## config.mk

```make
export PLATFORM = sky130hd
export DESIGN_NAME = fetch_unit_flat
export DESIGN_NICKNAME = d
export VERILOG_FILES = /design/src/rtl/fetch_unit_if.sv /design/src/rtl/fetch_unit.sv /design/src/flat_wrapper.sv
export SDC_FILE = /design/constraint.sdc
export NUM_CORES = 1
export LEC_CHECK = 0
export ABC_AREA = 0
export BUFFER_PORTS_ARGS = -buffer_cell sky130_fd_sc_hd__buf_2
export CORE_MARGIN = 10
export CORE_UTILIZATION = 45
export CTS_CLUSTER_DIAMETER = 60
export DETAILED_ROUTE_END_ITERATION = 6
export HOLD_SLACK_MARGIN = 0.12
export PLACE_DENSITY_LB_ADDON = 0.08
export SYNTH_ARGS = -nofsm -noshare
export SYNTH_HDL_FRONTEND = slang
export SYNTH_SLANG_ARGS = --single-unit
```

## constraint.sdc

```tcl
create_clock -name clk -period 7.6 [get_ports clk]
set_input_delay 0.76 -clock clk [delete_from_list [all_inputs] [get_ports clk]]
set_output_delay 0.76 -clock clk [all_outputs]
set_load 0.1 [all_outputs]
```

## src/rtl/fetch_unit_if.sv

```systemverilog
// fetch_unit_if: instruction-memory request/acknowledge port.
interface fetch_unit_if;
  logic        req;
  logic [31:0] addr;
  logic [31:0] rdata;
  logic        ack;
  modport master (output req, addr, input rdata, ack);
  modport slave  (input req, addr, output rdata, ack);
endinterface

```

## src/rtl/fetch_unit.sv

```systemverilog
// fetch_unit: PC register, instruction fetch over req/ack, and next-PC commit from branch/jump controls.
module fetch_unit #(
  parameter logic [31:0] RESET_PC = 32'h0000_0000
) (
  input  logic               clk,
  input  logic               rst,
  fetch_unit_if.master       imem,
  input  logic               stall_i,
  input  logic               branch_eq_i,
  input  logic               branch_ne_i,
  input  logic               jump_i,
  input  logic               zero_i,
  output logic [31:0]        pc_o,
  output logic [31:0]        pc_plus4_o,
  output logic [31:0]        instr_o,
  output logic [5:0]         op_o,
  output logic               exec_o
);
  typedef enum logic [1:0] {IDLE, FETCH, EXEC} state_t;
  state_t      state_q;
  logic [31:0] pc_q, instr_q, pc_d, pc_plus4, br_tgt, j_tgt;
  logic        taken;
  assign pc_plus4 = pc_q + 32'd4;
  assign br_tgt   = pc_plus4 + {{14{instr_q[15]}}, instr_q[15:0], 2'b00};
  assign j_tgt    = {pc_plus4[31:28], instr_q[25:0], 2'b00};
  assign taken    = (branch_eq_i & zero_i) | (branch_ne_i & ~zero_i);
  assign pc_d     = jump_i ? j_tgt : taken ? br_tgt : pc_plus4;
  always_ff @(posedge clk or posedge rst) begin
    if (rst) begin
      state_q <= IDLE;
      pc_q    <= {RESET_PC[31:2], 2'b00};
      instr_q <= '0;
    end else begin
      case (state_q)
        IDLE: state_q <= FETCH;
        FETCH: if (imem.ack) begin
          instr_q <= imem.rdata;
          state_q <= EXEC;
        end
        EXEC: if (!stall_i) begin
          pc_q    <= pc_d;
          state_q <= FETCH;
        end
        default: state_q <= IDLE;
      endcase
    end
  end
  assign imem.req   = state_q == FETCH;
  assign imem.addr  = pc_q;
  assign exec_o     = state_q == EXEC;
  assign pc_o       = pc_q;
  assign pc_plus4_o = pc_plus4;
  assign instr_o    = instr_q;
  assign op_o       = instr_q[31:26];
endmodule

```

## src/flat_wrapper.sv

```systemverilog
// flat-port wrapper written by rule: the top's interface ports become plain ports
module fetch_unit_flat 
#(
  parameter logic [31:0] RESET_PC = 32'h0000_0000
)
  (clk, rst, stall_i, branch_eq_i, branch_ne_i, jump_i, zero_i, pc_o, pc_plus4_o, instr_o, op_o, exec_o, imem_req, imem_addr, imem_rdata, imem_ack);
  fetch_unit_if imem_i ();
  input  logic clk;
  input  logic rst;
  input  logic stall_i;
  input  logic branch_eq_i;
  input  logic branch_ne_i;
  input  logic jump_i;
  input  logic zero_i;
  output logic [31:0] pc_o;
  output logic [31:0] pc_plus4_o;
  output logic [31:0] instr_o;
  output logic [5:0] op_o;
  output logic exec_o;
  output wire logic [$bits(imem_i.req)-1:0] imem_req;
  output wire logic [$bits(imem_i.addr)-1:0] imem_addr;
  input wire logic [$bits(imem_i.rdata)-1:0] imem_rdata;
  input wire logic [$bits(imem_i.ack)-1:0] imem_ack;
  assign imem_req = imem_i.req;
  assign imem_addr = imem_i.addr;
  assign imem_i.rdata = imem_rdata;
  assign imem_i.ack = imem_ack;
  fetch_unit #(.RESET_PC(RESET_PC)) u_core (.clk(clk), .rst(rst), .imem(imem_i), .stall_i(stall_i), .branch_eq_i(branch_eq_i), .branch_ne_i(branch_ne_i), .jump_i(jump_i), .zero_i(zero_i), .pc_o(pc_o), .pc_plus4_o(pc_plus4_o), .instr_o(instr_o), .op_o(op_o), .exec_o(exec_o));
endmodule
```

==> run metrics <==
I/O pin total=176; Worst-Margin Slew=0.981 ns; multi-input logic area=3440 µm²; DIE HEIGHT=130 µm; # rows=40; Post-CTS Setup Inserts=0; Layout Cells excl Fill=896; final core occ=0.540; filler cell count in the final layout=1117; largest net degree at the start of global routing=65; Syn Std Cell Area=5460 µm²; yosys warns=0; clock latency on the worst-skew pair=0.34 ns; Clock transition at path regs=0.05 ns; RSZ-0062 raised after global routing=false; register bit total from synthesis=64; global-route wire length before repair=28000 µm; Worst EP arrival=4.05 ns; outcome=finished, final reports clean; hold_buf cts=0; sequential cell area=1600 µm²; die area=16900 µm²; Die X=130 µm; antenna diode count=0; Post-Syn Instances=621; post-CTS resize count=0; vias post-DR=5189; Sink Count=64; GRT Overall Usage=0.209; Max H-tree Level=3; setup violators final=0; Tcrit/Tclk final=0.503; Post-synth ARST share=1.00; Slew headroom=0.346; Total Wirelength=17800 µm; Synth Area per Inst=8.79 µm²; PortBufs=169; ys flop type=dfrtp_1; Worst Path Required=7.82 ns; Unique masters post-synth=67; Clock Tree Root=clkbuf_16; critical path class=reg -> reg; drt initial violations=464; P&R area growth vs syn=18.3%; Detailed Routing Iterations Pass 1=5; share of cells above drive strength 1=0.316; grt ovf=0; via/cell ratio=5.79; Slew Limit Fails=0; Hold Path Class=reg -> reg; vias in the first global route=5209; Initial Utilization=0.457; worst-path maximum fanout=7; Core Area=12000 µm²; Post-DP HPWL=13600 µm; Post-DRT Antenna Nets=0; Max Root-Sink Buffers=2; Startpoint Class=register; Max-Cap Viols=0; gp weighted congestion=0.903; Final Hold Vio Count=0; fin crit period=3.82 ns; initial antenna violation count=0; number of flops mapped to enable cells by yosys=0; Peak Freq=262 MHz; DR DRC count=0; Critical Path End Type=register; sequential-to-total area share from yosys stat=0.293; setup TNS=0 ns; Placed Cells=881; CTS tree=yes; TritonCTS buffer count=9; Nets=822; final setup skew=0.00576 ns; DR WL/cell=19.9 µm
[worst max-delay path: stages (launching register included)]
cell       delay, ns
dfrtp_1         0.47
and3_1          0.25
and4_1          0.37
nand2_1         0.11
nor2_1          0.15
xor2_1          0.27
ha_1            0.34
a21oi_1         0.21
o21ai_1         0.14
or3_1           0.38
o211a_1         0.24
o21a_1          0.24
a311oi_1        0.28
a41oi_1         0.09
a2bb2oi_1       0.16
[cells by family after synthesis]
logic type / Yosys count / synth area share
and+or+nand+nor: 184 / 0.162
other: 1 / 0.000687
DFF: 64 / 0.293
adders and majority gates: 37 / 0.0861
AOI/OAI and AO/OA: 172 / 0.221
muxes: 37 / 0.0763
buffers and inverters: 77 / 0.0820
xor gates and xnor gates: 49 / 0.0786
[per-stage QoR]
stage                     hold WS, ns  area (µm²)  setup WS [ns]
after floorplan                 0.493        5480           2.02
after global placement          0.503        6150           3.89
after detailed placement        0.508        6150           3.84
after CTS                       0.528        6460           3.82
after global routing            0.557        6460           3.42
final                           0.529        6460           3.78
[worst paths after layout]
kind | startpoint | end | slack [ns] | cells past startpoint
max reg2reg | u_core.imem.addr[4] | u_core.imem.addr[30] | 3.78 | 14
min in group asynchronous | rst | u_core.instr_o[30] | 0.68 | 3
min | u_core.instr_o[27] | u_core.instr_o[27] | 0.53 | 1
max in group asynchronous | rst | u_core.imem.addr[16] | 6.37 | 3
max | u_core.imem.addr[4] | u_core.imem.addr[30] | 3.78 | 14
min reg2reg | u_core.instr_o[27] | u_core.instr_o[27] | 0.53 | 1
[sequential cells by signal, indices dropped and copies added (netlist names)]
signal and cells:
u_core.instr_o 32, u_core.state_q 2, u_core.imem.addr 30
[per-layer routing]
metal	part of all wire	global-route usage
met1	0.43	0.263
met5	0	0
met4	0.019	0.0741
met2	0.49	0.347
met3	0.066	0.0414
[Yosys cell counts, types with 7 or more instances]
cell,number,area share
a21oi_1,32,0.029
nor3_1,9,0.0082
ha_1,36,0.082
nand2_1,49,0.034
mux2_2,33,0.068
dfrtp_1,64,0.29
buf_4,42,0.058
nand4_1,7,0.0080
a21o_1,22,0.030
nand3_1,24,0.022
o211ai_1,8,0.011
and3_1,16,0.018
inv_1,10,0.0069
xor2_1,21,0.034
nor2_1,50,0.034
a211oi_1,11,0.015
o21ai_1,10,0.0092
o21ai_0,23,0.021
xnor2_1,28,0.045
a31oi_1,9,0.010
clkbuf_1,24,0.016
[final cells by class]
type,instances,area share
multi-input cells,485,0.532
flip-flops and latches,64,0.248
repair buffers,175,0.138
clock buffers,13,0.0418
well taps,147,0.0285
clock inverters,2,0.00581
inverters,10,0.00581
[cell usage in the layout (no fill, tap or decap), drive strengths merged, types with 24 or more instances in the layout]
cell type / count
a21oi: 32
buf: 175
dfrtp: 64
ha: 36
mux2: 34
nand2: 49
nand3: 24
nor2: 50
o21ai: 36
xnor2: 28
Power is not shown: default switching activity piles up to over one toggle a cycle in this logic, so the estimate is an artifact.
